$ cat src/rtl/pid_pkg.sv
// Shared types, term indices and width/limit helpers for the multi-channel PID core.
package pid_pkg;

   typedef enum logic [2:0] {
      ST_IDLE,
      ST_LOAD,
      ST_MUL,
      ST_ACC,
      ST_WRITE,
      ST_NEXT
   } pid_state_t;

   // Term order matches the coefficient packing {a1,a0,b2,b1,b0}, b0 in the LSBs.
   localparam logic [2:0] TERM_B0 = 3'd0;
   localparam logic [2:0] TERM_B1 = 3'd1;
   localparam logic [2:0] TERM_B2 = 3'd2;
   localparam logic [2:0] TERM_A0 = 3'd3;
   localparam logic [2:0] TERM_A1 = 3'd4;
   localparam int         NUM_TERMS = 5;

   // Stored y: sign + (ADC+1) integer bits + FRAC fraction bits.
   function automatic int y_width(input int adc_w, input int frac_w);
      return adc_w + frac_w + 2;
   endfunction

   // One iteration per multiplier bit plus the done register.
   function automatic int mul_latency(input int adc_w, input int frac_w);
      return y_width(adc_w, frac_w) + 1;
   endfunction

   // Each product is below 2^(REG+ADC) in magnitude; five of them plus sign.
   function automatic int acc_width(input int reg_w, input int adc_w);
      return reg_w + adc_w + 4;
   endfunction

   function automatic int idx_width(input int n);
      return (n > 1) ? $clog2(n) : 1;
   endfunction

   function automatic int out_limit(input int adc_w);
      return (1 << adc_w) - 1;
   endfunction

endpackage

$ cat src/rtl/pid_seq_mul.sv
// Signed sequential shift-add multiplier; start pulse to done pulse takes B_W+1 cycles.
module pid_seq_mul #(
   parameter int A_W = 32,
   parameter int B_W = 34
) (
   input  logic               clk_i,
   input  logic               rst_i,
   input  logic               start_i,
   input  logic [A_W-1:0]     a_i,
   input  logic [B_W-1:0]     b_i,
   output logic               done_o,
   output logic [A_W+B_W-1:0] prod_o
);

   localparam int             P_W  = A_W + B_W;
   localparam int             CW   = $clog2(B_W) + 1;
   localparam logic [CW-1:0]  LAST = CW'(B_W - 1);

   logic [P_W-1:0] mcand_q;
   logic [P_W-1:0] prod_q;
   logic [B_W-1:0] mplier_q;
   logic [CW-1:0]  cnt_q;
   logic           run_q;
   logic           done_q;

   // NOTE: sequential state uses non-blocking assignments only, so every register
   // samples pre-edge values and simulation matches the synthesized flops.
   always_ff @(posedge clk_i) begin
      if (rst_i) begin
         mcand_q  <= '0;
         prod_q   <= '0;
         mplier_q <= '0;
         cnt_q    <= '0;
         run_q    <= 1'b0;
         done_q   <= 1'b0;
      end else begin
         done_q <= 1'b0;
         if (start_i) begin
            mcand_q  <= {{B_W{a_i[A_W-1]}}, a_i};
            mplier_q <= b_i;
            prod_q   <= '0;
            cnt_q    <= '0;
            run_q    <= 1'b1;
         end else if (run_q) begin
            // The multiplier MSB carries negative weight in two's complement.
            if (mplier_q[0]) begin
               prod_q <= (cnt_q == LAST) ? prod_q - mcand_q : prod_q + mcand_q;
            end
            mcand_q  <= mcand_q << 1;
            mplier_q <= mplier_q >> 1;
            cnt_q    <= cnt_q + 1'b1;
            if (cnt_q == LAST) begin
               run_q  <= 1'b0;
               done_q <= 1'b1;
            end
         end
      end
   end

   assign done_o = done_q;
   assign prod_o = prod_q;

endmodule

$ cat src/rtl/pid_multi_core.sv
// Time-multiplexed multi-channel PID (direct-form IIR) sharing one sequential multiplier.
// Optional macro PID_ANTIWINDUP_EN: store the clamped output as y history instead of the wide limit.
module pid_multi_core
   import pid_pkg::*;
#(
   parameter int CHANNELS      = 2,
   parameter int ADC_BITWIDTH  = 8,
   parameter int REG_BITWIDTH  = 32,
   parameter int FRAC_BITWIDTH = 24
) (
   input  logic                                clk_i,
   input  logic                                rst_i,
   input  logic                                clk_en_pid_i,
   input  logic [CHANNELS-1:0]                 ch_en_i,
   input  logic [CHANNELS*ADC_BITWIDTH-1:0]    adc_value_i,
   input  logic [CHANNELS*ADC_BITWIDTH-1:0]    set_value_i,
   input  logic [CHANNELS*5*REG_BITWIDTH-1:0]  coeff_i,
   output logic [CHANNELS*(ADC_BITWIDTH+1)-1:0] out_val_o,
   output logic                                busy_o,
   output logic                                done_o,
   output logic                                overrun_o
);

   localparam int E_W   = ADC_BITWIDTH + 1;
   localparam int Y_W   = y_width(ADC_BITWIDTH, FRAC_BITWIDTH);
   localparam int ACC_W = acc_width(REG_BITWIDTH, ADC_BITWIDTH);
   localparam int P_W   = REG_BITWIDTH + Y_W;
   localparam int CH_W  = idx_width(CHANNELS);

   localparam logic signed [ACC_W-1:0] ONE      = 1;
   localparam logic signed [ACC_W-1:0] O_LIM    = ACC_W'(out_limit(ADC_BITWIDTH));
   localparam logic signed [ACC_W-1:0] O_NEG    = -O_LIM;
   localparam logic signed [ACC_W-1:0] O_LIM_FX = O_LIM <<< FRAC_BITWIDTH;
   localparam logic signed [ACC_W-1:0] O_NEG_FX = O_NEG <<< FRAC_BITWIDTH;
   localparam logic signed [ACC_W-1:0] Y_LIM    = (ONE <<< (ADC_BITWIDTH + 1 + FRAC_BITWIDTH)) - ONE;
   localparam logic signed [ACC_W-1:0] Y_NEG    = -Y_LIM;

   pid_state_t state_q, state_d;

   logic [CHANNELS-1:0]     en_q;
   logic [CH_W-1:0]         ch_q;
   logic [2:0]              term_q;
   logic [REG_BITWIDTH-1:0] coef_q [NUM_TERMS];
   logic [E_W-1:0]          e0_w, e1_w, e2_w;
   logic [Y_W-1:0]          y1_w, y2_w;
   logic signed [ACC_W-1:0] acc_q;
   logic                    done_q, ovr_q;

   logic [E_W-1:0] e1_q  [CHANNELS];
   logic [E_W-1:0] e2_q  [CHANNELS];
   logic [Y_W-1:0] y1_q  [CHANNELS];
   logic [Y_W-1:0] y2_q  [CHANNELS];
   logic [E_W-1:0] out_q [CHANNELS];

   logic                    mul_start, mul_done;
   logic [REG_BITWIDTH-1:0] mul_a;
   logic [Y_W-1:0]          mul_b;
   logic [P_W-1:0]          mul_prod;
   logic signed [P_W-1:0]   prod_sh;
   logic signed [ACC_W-1:0] term_val, acc_int;
   logic                    y_term;
   logic [E_W-1:0]          err, out_new;
   logic [Y_W-1:0]          y_new;
   logic [CH_W-1:0]         first_ch, nxt_ch;
   logic                    nxt_found;

   pid_seq_mul #(.A_W(REG_BITWIDTH), .B_W(Y_W)) u_mul (
      .clk_i   (clk_i),
      .rst_i   (rst_i),
      .start_i (mul_start),
      .a_i     (mul_a),
      .b_i     (mul_b),
      .done_o  (mul_done),
      .prod_o  (mul_prod)
   );

   // NOTE: every always_comb output gets a default first so no path infers a latch.
   always_comb begin
      first_ch = '0;
      for (int i = CHANNELS - 1; i >= 0; i--) begin
         if (ch_en_i[i]) first_ch = CH_W'(i);
      end
      nxt_found = 1'b0;
      nxt_ch    = '0;
      for (int i = CHANNELS - 1; i >= 0; i--) begin
         if (en_q[i] && (i > int'(ch_q))) begin
            nxt_found = 1'b1;
            nxt_ch    = CH_W'(i);
         end
      end
   end

   always_comb begin
      state_d = state_q;
      case (state_q)
         ST_IDLE:  if (clk_en_pid_i && (|ch_en_i)) state_d = ST_LOAD;
         ST_LOAD:  state_d = ST_MUL;
         ST_MUL:   state_d = ST_ACC;
         ST_ACC:   if (mul_done) state_d = (term_q == TERM_A1) ? ST_WRITE : ST_MUL;
         ST_WRITE: state_d = ST_NEXT;
         ST_NEXT:  state_d = nxt_found ? ST_LOAD : ST_IDLE;
         default:  state_d = ST_IDLE;
      endcase
   end

   always_comb begin
      mul_start = (state_q == ST_MUL);
      y_term    = (term_q == TERM_A0) || (term_q == TERM_A1);
      case (term_q)
         TERM_B0: begin mul_a = coef_q[0]; mul_b = {{(Y_W-E_W){e0_w[E_W-1]}}, e0_w}; end
         TERM_B1: begin mul_a = coef_q[1]; mul_b = {{(Y_W-E_W){e1_w[E_W-1]}}, e1_w}; end
         TERM_B2: begin mul_a = coef_q[2]; mul_b = {{(Y_W-E_W){e2_w[E_W-1]}}, e2_w}; end
         TERM_A0: begin mul_a = coef_q[3]; mul_b = y1_w; end
         default: begin mul_a = coef_q[4]; mul_b = y2_w; end
      endcase
      // coeff*y carries 2*FRAC fraction bits; drop FRAC of them, rounding toward -inf.
      prod_sh  = $signed(mul_prod) >>> FRAC_BITWIDTH;
      term_val = y_term ? prod_sh[ACC_W-1:0] : mul_prod[ACC_W-1:0];
      err      = {1'b0, set_value_i[int'(ch_q)*ADC_BITWIDTH +: ADC_BITWIDTH]}
               - {1'b0, adc_value_i[int'(ch_q)*ADC_BITWIDTH +: ADC_BITWIDTH]};
      acc_int  = acc_q >>> FRAC_BITWIDTH;
      if (acc_int > O_LIM)      out_new = O_LIM[E_W-1:0];
      else if (acc_int < O_NEG) out_new = O_NEG[E_W-1:0];
      else                      out_new = acc_int[E_W-1:0];
`ifdef PID_ANTIWINDUP_EN
      if (acc_int > O_LIM)      y_new = O_LIM_FX[Y_W-1:0];
      else if (acc_int < O_NEG) y_new = O_NEG_FX[Y_W-1:0];
      else                      y_new = acc_q[Y_W-1:0];
`else
      if (acc_q > Y_LIM)        y_new = Y_LIM[Y_W-1:0];
      else if (acc_q < Y_NEG)   y_new = Y_NEG[Y_W-1:0];
      else                      y_new = acc_q[Y_W-1:0];
`endif
   end

   always_ff @(posedge clk_i) begin
      if (rst_i) state_q <= ST_IDLE;
      else       state_q <= state_d;
   end

   always_ff @(posedge clk_i) begin
      if (rst_i) begin
         en_q   <= '0;
         ch_q   <= '0;
         term_q <= TERM_B0;
         acc_q  <= '0;
         e0_w   <= '0;
         e1_w   <= '0;
         e2_w   <= '0;
         y1_w   <= '0;
         y2_w   <= '0;
         done_q <= 1'b0;
         ovr_q  <= 1'b0;
         for (int k = 0; k < NUM_TERMS; k++) coef_q[k] <= '0;
         // NOTE: history arrays are reset explicitly; stale e/y would leak into
         // the first pass after reset, so this storage cannot be left to power-up.
         for (int c = 0; c < CHANNELS; c++) begin
            e1_q[c]  <= '0;
            e2_q[c]  <= '0;
            y1_q[c]  <= '0;
            y2_q[c]  <= '0;
            out_q[c] <= '0;
         end
      end else begin
         done_q <= 1'b0;
         ovr_q  <= clk_en_pid_i && (state_q != ST_IDLE);
         case (state_q)
            ST_IDLE: begin
               if (clk_en_pid_i) begin
                  en_q   <= ch_en_i;
                  ch_q   <= first_ch;
                  done_q <= ~(|ch_en_i);
               end
            end
            ST_LOAD: begin
               for (int k = 0; k < NUM_TERMS; k++) begin
                  coef_q[k] <= coeff_i[(int'(ch_q)*NUM_TERMS + k)*REG_BITWIDTH +: REG_BITWIDTH];
               end
               e0_w       <= err;
               e1_w       <= e1_q[ch_q];
               e2_w       <= e2_q[ch_q];
               y1_w       <= y1_q[ch_q];
               y2_w       <= y2_q[ch_q];
               e1_q[ch_q] <= err;
               e2_q[ch_q] <= e1_q[ch_q];
               acc_q      <= '0;
               term_q     <= TERM_B0;
            end
            ST_ACC: begin
               if (mul_done) begin
                  acc_q  <= y_term ? acc_q - term_val : acc_q + term_val;
                  term_q <= term_q + 3'd1;
               end
            end
            ST_WRITE: begin
               out_q[ch_q] <= out_new;
               y1_q[ch_q]  <= y_new;
               y2_q[ch_q]  <= y1_q[ch_q];
            end
            ST_NEXT: begin
               if (nxt_found) ch_q   <= nxt_ch;
               else           done_q <= 1'b1;
            end
            default: ;
         endcase
      end
   end

   for (genvar g = 0; g < CHANNELS; g++) begin : g_out
      assign out_val_o[g*E_W +: E_W] = out_q[g];
   end

   assign busy_o    = (state_q != ST_IDLE);
   assign done_o    = done_q;
   assign overrun_o = ovr_q;

endmodule

$ cat config.mk
export PLATFORM = sky130hd
export DESIGN_NAME = pid_multi_core
export DESIGN_NICKNAME = d
export VERILOG_FILES = /design/src/rtl/pid_pkg.sv /design/src/rtl/pid_seq_mul.sv /design/src/rtl/pid_multi_core.sv
export SDC_FILE = /design/constraint.sdc
export NUM_CORES = 2
export LEC_CHECK = 0
export ABC_AREA = 1
export BUFFER_PORTS_ARGS = -buffer_cell sky130_fd_sc_hd__buf_4
export CORE_MARGIN = 2
export CORE_UTILIZATION = 50
export CTS_CLUSTER_DIAMETER = 80
export DETAILED_ROUTE_END_ITERATION = 7
export PLACE_DENSITY = 0.69
export SETUP_SLACK_MARGIN = 0.05
export SLEW_MARGIN = 15
export SYNTH_ARGS = -nofsm -noshare
export SYNTH_HDL_FRONTEND = slang
export SYNTH_SLANG_ARGS = --single-unit
$ cat constraint.sdc
create_clock -name clk_i -period 7.3 [get_ports clk_i]
set_input_delay 0.73 -clock clk_i [delete_from_list [all_inputs] [get_ports clk_i]]
set_output_delay 0.73 -clock clk_i [all_outputs]
set_load 0.02 [all_outputs]
## Word level (Yosys, flattened, before mapping)

Memories as Yosys holds them, arrays and structs flattened. A register that Yosys moved wholly into a read port is not among the register bits.
Cells that the tools add are included.

| storage, ports and cells | value |
|---|---|
| register bits after elaboration | 282 |
| RAM bits | 350 |
| input bits | 357 |
| output and inout bits | 21 |
| word-level logic and storage cells | 157 |
| memories | 6 |

| operators by class | value |
|---|---|
| add/sub/neg operators | 11 |
| multipliers | 1 |
| $lt $le $gt $ge | 5 |
| equality and inequality tests | 14 |
| shift operators | 7 |
| muxes and demuxes | 67 |
| bitwise logic cells | 7 |
| reduce and logical (&&, ||, !) cells | 23 |

Memory list:

| memory | depth | bits a word | rd ports | clocked after memory_dff | wr ports | line | text |
|---|---|---|---|---|---|---|---|
| coef_q | 5 | 32 | 5 | 0 | 5 | pid_multi_core.sv:43 | `logic [REG_BITWIDTH-1:0] coef_q [NUM_TERMS];` |
| y1_q | 2 | 34 | 1 | 1 | 2 | pid_multi_core.sv:51 | `logic [Y_W-1:0] y1_q [CHANNELS];` |
| y2_q | 2 | 34 | 1 | 1 | 2 | pid_multi_core.sv:52 | `logic [Y_W-1:0] y2_q [CHANNELS];` |
| e1_q | 2 | 9 | 1 | 1 | 2 | pid_multi_core.sv:49 | `logic [E_W-1:0] e1_q [CHANNELS];` |
| e2_q | 2 | 9 | 1 | 1 | 2 | pid_multi_core.sv:50 | `logic [E_W-1:0] e2_q [CHANNELS];` |
| out_q | 2 | 9 | 2 | 0 | 2 | pid_multi_core.sv:53 | `logic [E_W-1:0] out_q [CHANNELS];` |

Operators with widths:

| cell | count |
|---|---|
| indexed part select 320 x 32 -> 32 bit | 4 |
| indexed part select 320 x 11 -> 32 bit | 1 |
| two-way mux 34 bit | 6 |
| two-way mux 66 bit | 3 |
| two-way mux 32 bit | 5 |
| one-hot mux 34 bit (4 select lines) | 1 |
| two-way mux 44 bit | 3 |
| one-hot mux 32 bit (4 select lines) | 1 |
| one-hot mux 44 bit (2 select lines) | 1 |
| OR reduction 34 bit | 2 |
| adder 66 bit | 1 |
| subtractor 66 bit | 1 |
| adder 27 x 3 -> 27 bit (second input constant) | 2 |
| two-way mux 9 bit | 5 |
| adder 44 bit | 1 |
| greater-than comparator 44 x 34 -> 1 bit (second input constant) | 1 |
| less-than comparator 44 x 34 -> 1 bit (second input constant) | 1 |
| subtractor 44 bit | 1 |
| two-way mux 1 bit | 34 |
| indexed part select 16 x 5 -> 8 bit | 2 |
| adder 27 x 2 -> 27 bit (second input constant) | 1 |
| OR reduction 9 bit | 3 |
| greater-than comparator 20 x 9 -> 1 bit (second input constant) | 1 |
| less-than comparator 20 x 9 -> 1 bit (second input constant) | 1 |
| 27 further kinds | 53 |

## Depth between registers and ports, before layout

| logic depth | value |
|---|---|
| depth in word-level cells | 7 |
| depth in mapped cells | 32 |
| gate-level depth less buffers | 32 |

## Hierarchy

Synthesis repeated with hierarchy kept, for this count alone.

| second synthesis, totals | value |
|---|---|
| cells, all modules | 5449 |
| area total of the unflattened synthesis | 41066.9 µm² |

Modules (own cells, without submodules):

| module | instances | cells each | area an instance (µm²) | sequential area each (µm²) |
|---|---|---|---|---|
| pid_multi_core | 1 | 2890 | 26260.2 | 13513.0 |
| pid_seq_mul | 1 | 2559 | 14806.7 | 3503.4 |

## Worst setup path after synthesis

No wires, ideal clock.

| timing path | value |
|---|---|
| path kind | input-to-reg |
| start point | in rst_i |
| end point | mem coef_q[0][0] (enable) |
| arrival time | 5.847 ns |
| required time | 6.713 ns |
| slack | 0.866 ns |
| stages on the path | 5 |
| buffers on the path | 3 |
| cell sequence | inv_1 -> clkbuf_1 -> nand2_1 -> clkbuf_1 -> clkbuf_1 |

RTL lines:

| element | line | text |
|---|---|---|
| start: declaration | pid_multi_core.sv:12 | `input logic rst_i,` |
| end: declaration | pid_multi_core.sv:43 |  |

## Worst setup path after layout

| timing path | value |
|---|---|
| start point | reg term_q[2] |
| end point | reg acc_q[24] |

| on the way | value |
|---|---|
| cells in the longest elaborated chain, start to end | 7 |
| elaborated cells on any way between the ends | 9 |
| those cells by class | add/sub: 2; eq/ne: 2; mux: 4; reduce/logical: 1 |

Ends and longest elaborated chain:

| element | line | text |
|---|---|---|
| start: declaration | pid_multi_core.sv:42 | `logic [2:0] term_q;` |
| start signal: assignment | pid_multi_core.sv:192 | `term_q <= term_q + 3'd1;` |
| equality test 3 x 2 -> 1 bit / equality test 3 bit (equally long branches) | pid_multi_core.sv:108 | `y_term = (term_q == TERM_A0) \|\| (term_q == TERM_A1);` |
| logical OR 1 bit * | pid_multi_core.sv:108 |  |
| two-way mux 44 bit | pid_multi_core.sv:118 | `term_val = y_term ? prod_sh[ACC_W-1:0] : mul_prod[ACC_W-1:0];` |
| adder 44 bit / subtractor 44 bit (equally long branches) | pid_multi_core.sv:191 | `acc_q <= y_term ? acc_q - term_val : acc_q + term_val;` |
| two-way mux 44 bit * | pid_multi_core.sv:191 |  |
| two-way mux 44 bit * | pid_multi_core.sv:190 | `if (mul_done) begin` |
| one-hot mux 44 bit (2 select lines) * | pid_multi_core.sv:167 | `case (state_q)` |
| end signal: assignment | pid_multi_core.sv:191 |  |
| end: declaration | pid_multi_core.sv:46 | `logic signed [ACC_W-1:0] acc_q;` |

Every way passes the cells marked *; elsewhere a longest branch is shown, timed or not. The select of a mux whose other input is x is not followed.
A chain may end at the register's enable or synchronous reset.

==> metrics.md <==
| Metric | Value |
|---|---|
| Run status | `finished clean` |
| TritonCTS Buffers | `80` |
| Mapped cell area | `39500 um^2` |
| Average size of a mapped cell | `7.84 um^2` |
| Nets@finish | `5790` |
| Power share of the combinational group | `0.463` |
| Rows | `103` |
| Worst slew margin | `0.192` |
| Clock sink count | `675` |
| Post-synthesis register bit count | `675` |
| Setup Fix Bufs, Post-CTS | `0` |
| Top area cells in the synthesized netlist | `edfxtp_1, dfxtp_1, nand2_1, a21oi_1, nor2_1` |
| Most frequent cells in the layout | `nand2_1, nor2_1, a21oi_1` |
| Peak VDD IR | `0.000249 V` |
| Slew at the pin closest to its max-slew limit | `1.20 ns` |
| # IOs | `378` |
| Setup Skew | `0.0294 ns` |
| DP HPWL | `112000 um` |
| Worst hold path class | `input port to flop` |
| Post-Synth Adder-Cell Area | `0.0414` |
| MaxCap Viol Count | `0` |
| Clk Latency, worst-skew pair | `0.65 ns` |
| Most common cell after layout, fill and taps aside | `nand2_1` |
| Min Tclk post-route | `5.35 ns` |
| Vias per std cell | `5.86` |
| CP Capture Type | `flop` |
| Area growth from synthesis to layout | `16.1%` |
| Number of port buffers | `377` |
| WP data required | `7.79 ns` |
| Syn Nets | `5523` |
| CTS root buffer | `clkbuf_16` |
| Vias in the first global route | `35.5k` |
| Dpl cells | `6272` |
| Hold-fix buffers, CTS | `0` |
| Max Fclk | `187 MHz` |
| Hold Fails Final Rpt | `0` |
| Drt total wl | `149000 um` |
| Power Dens Cells | `380 nW/um^2` |
| Die X | `285 um` |
| Post-synthesis xor/xnor area fraction | `0.0277` |
| Initial Utilization | `0.502` |
| Tot Pwr | `17400 uW` |
| Pins over their slew limit | `0` |
| Ys Warns | `0` |
| Static Leak | `0.0192 uW` |
| P_sw | `7830 uW` |
| Post-route ant nets | `0` |
| H-tree levels | `3` |
| Switch share | `0.450` |
| Clock Path Buffers | `3` |
| Router iterations before antenna repair | `5` |
| WL/cell | `23.2 um` |
| WS Path Type | `flop to flop` |
| Overall routing resource usage | `0.358` |
| Final worst-path cycle share | `0.732` |
| Global-route wire length before repair | `221000 um` |
| Int Pwr | `9570 uW` |
| CTS resizes | `0` |
| Seq/Total Area, Yosys | `0.431` |
| Fillers | `7194` |
| Yosys top cell area share | `0.266` |
| Synth Flop Type | `edfxtp_1` |
| Seq pwr share | `0.298` |
| RSZ-0062 raised after global routing | `no` |
| CP Max Fanout | `55` |
| Clock share of power | `0.240` |
| Flop-to-flop setup slack | `1.95 ns` |
| Grt total ovfl | `0` |
| 1st-iter DRT viols | `3919` |
| Worst setup SP type | `flop` |
| Crit path DAT | `5.84 ns` |
| CTS tree | `built` |
| Post-synthesis compound-gate area fraction | `0.202` |
| Reg clk slew, reported paths | `0.06 ns` |
| Area leader, netlist | `edfxtp_1` |
| Core area | `78600 um^2` |
| Multiplexer area fraction after synthesis | `0.0127` |
| Layout cell share with drive strength beyond 1 | `0.122` |
| Gpl congestion | `1.07` |
| Die area | `81300 um^2` |
| Drt drc | `0` |
| Post-synth EDFFs | `350` |
| Initial antenna violation count | `12` |
| Combinational family with the most area after synthesis | `simple AND/OR/NAND/NOR gates` |
| Vias | `37.7k` |
| Mapped Cells | `5037` |
| Post-Layout Cell Count | `6427` |
| Die Ht | `285 um` |
| Final setup viols | `0` |
| Post-Synth Simple-Gate Area | `0.211` |
| Post-synth ARST share | `0` |
| Final TNS setup | `0 ns` |
| Post-synth cell types | `70` |
| Pin count of the biggest net entering global routing | `168` |
-- cells in the mapped netlist, types with 7 or more instances --
cell type and count:
a21oi_1 544, mux2i_1 41, a21o_1 20, nand2_2 15
inv_1 509, o21a_1 17, nor4_1 27, inv_2 11
nand2_4 7, nand3_1 200, dfxtp_1 325, xnor2_1 22
a22o_1 191, a22oi_1 9, nor3_1 49, buf_1 19
mux2_2 8, edfxtp_1 350, or2_2 20, o211ai_1 13
nand3b_1 10, nand4_1 42, clkbuf_1 160, xor2_1 101
o21bai_1 14, o21ai_0 381, nor2_1 634, a31oi_1 21
nand2_1 926, a221oi_1 60, buf_2 44, o22ai_1 20
nor2_2 10, o21ai_1 16, ha_1 126
-- worst paths after layout --
kind,startpoint,cells past startpoint,to
worst max-delay path,term_q[2],25,acc_q[24]
worst min-delay path,coeff_i[210],2,coef_q[0][50]
worst max register to register,term_q[2],25,acc_q[24]
worst min register to register,y2_q[1][29],2,y2_w[29]
-- cells by family after synthesis --
kind of cell             count (synthesis)
AND/OR/NAND/NOR                       1974
AO/OA/AOI/OAI                         1335
buffers and inverters                  751
flip-flops                             675
adder cells (fa/ha/maj)                129
XOR/XNOR                               124
multiplexers                            49
-- power groups by stage --
stage | Clock (uW) | Combinational, uW | Sequential, uW
floorplan | 0 | 5450 | 5090
global placement | 0 | 7800 | 5220
detailed placement | 0 | 7810 | 5230
CTS | 4200 | 7860 | 5160
global route | 4350 | 8760 | 5240
finish | 4170 | 8050 | 5180
-- worst max-delay path, cell delays in order, from the launching register on --
cell     delay [ns]
dfxtp_1        0.76
nand2_2        0.16
nand2_4        0.48
nand2_1        0.10
nand2_1        0.12
ha_1           0.17
nand3_1        0.10
inv_1          0.19
nand3_1        0.12
nor2_1         0.20
nand2_1        0.14
nor3_2         0.21
nand2_1        0.08
nand2_1        0.17
xnor2_1        0.16
ha_1           0.40
nand2_1        0.12
nor2_1         0.28
inv_1          0.07
nor2_1         0.14
inv_1          0.08
nor3_1         0.33
a21oi_1        0.15
or2_2          0.29
nand3_1        0.07
a21oi_1        0.08
-- routing by layer --
| layer | part of all wire | vias up | GRT usage |
|---|---|---|---|
| li1 | - | 17788 | - |
| met1 | 0.43 | 18079 | 0.491 |
| met2 | 0.46 | 1546 | 0.569 |
| met3 | 0.081 | 263 | 0.0710 |
| met4 | 0.033 | 10 | 0.116 |
| met5 | 0.00045 | - | 0 |
-- final cells by class --
cell class,instances,area [um^2],share of cell area
well taps,1050,1310,0.0287
flip-flops and latches,675,17000,0.371
clock buffers,107,2230,0.0486
multi-input cells,3611,19600,0.428
clock inverters,41,527,0.0115
diodes,7,17.5,0.000382
inverters,522,1970,0.0430
repair buffers,414,3130,0.0683
-- through the flow --
stage | hold slack (ns) | area (um^2) | util | setup WS, ns
2_1_floorplan | 0.419 | 39500 | - | 0.866
3_3_place_gp | 0.422 | 43100 | 0.548 | 2.09
3_5_place_dp | 0.432 | 43100 | 0.548 | 2.03
4_1_cts | 0.343 | 45800 | 0.583 | 2.01
5_1_grt | 0.362 | 45800 | 0.583 | 1.53
6_report | 0.360 | 45800 | 0.583 | 1.95
-- state kept, by name, summed over array words and instances (netlist names), 34 cells and up, named ones only --
signal and count:
acc_q 44, coef_q 160, u_mul.mcand_q 66, u_mul.mplier_q 34
u_mul.prod_o 66, y1_q 68, y1_w 34, y2_q 68
y2_w 34
Note: power is estimated with default switching activity, not from simulation.
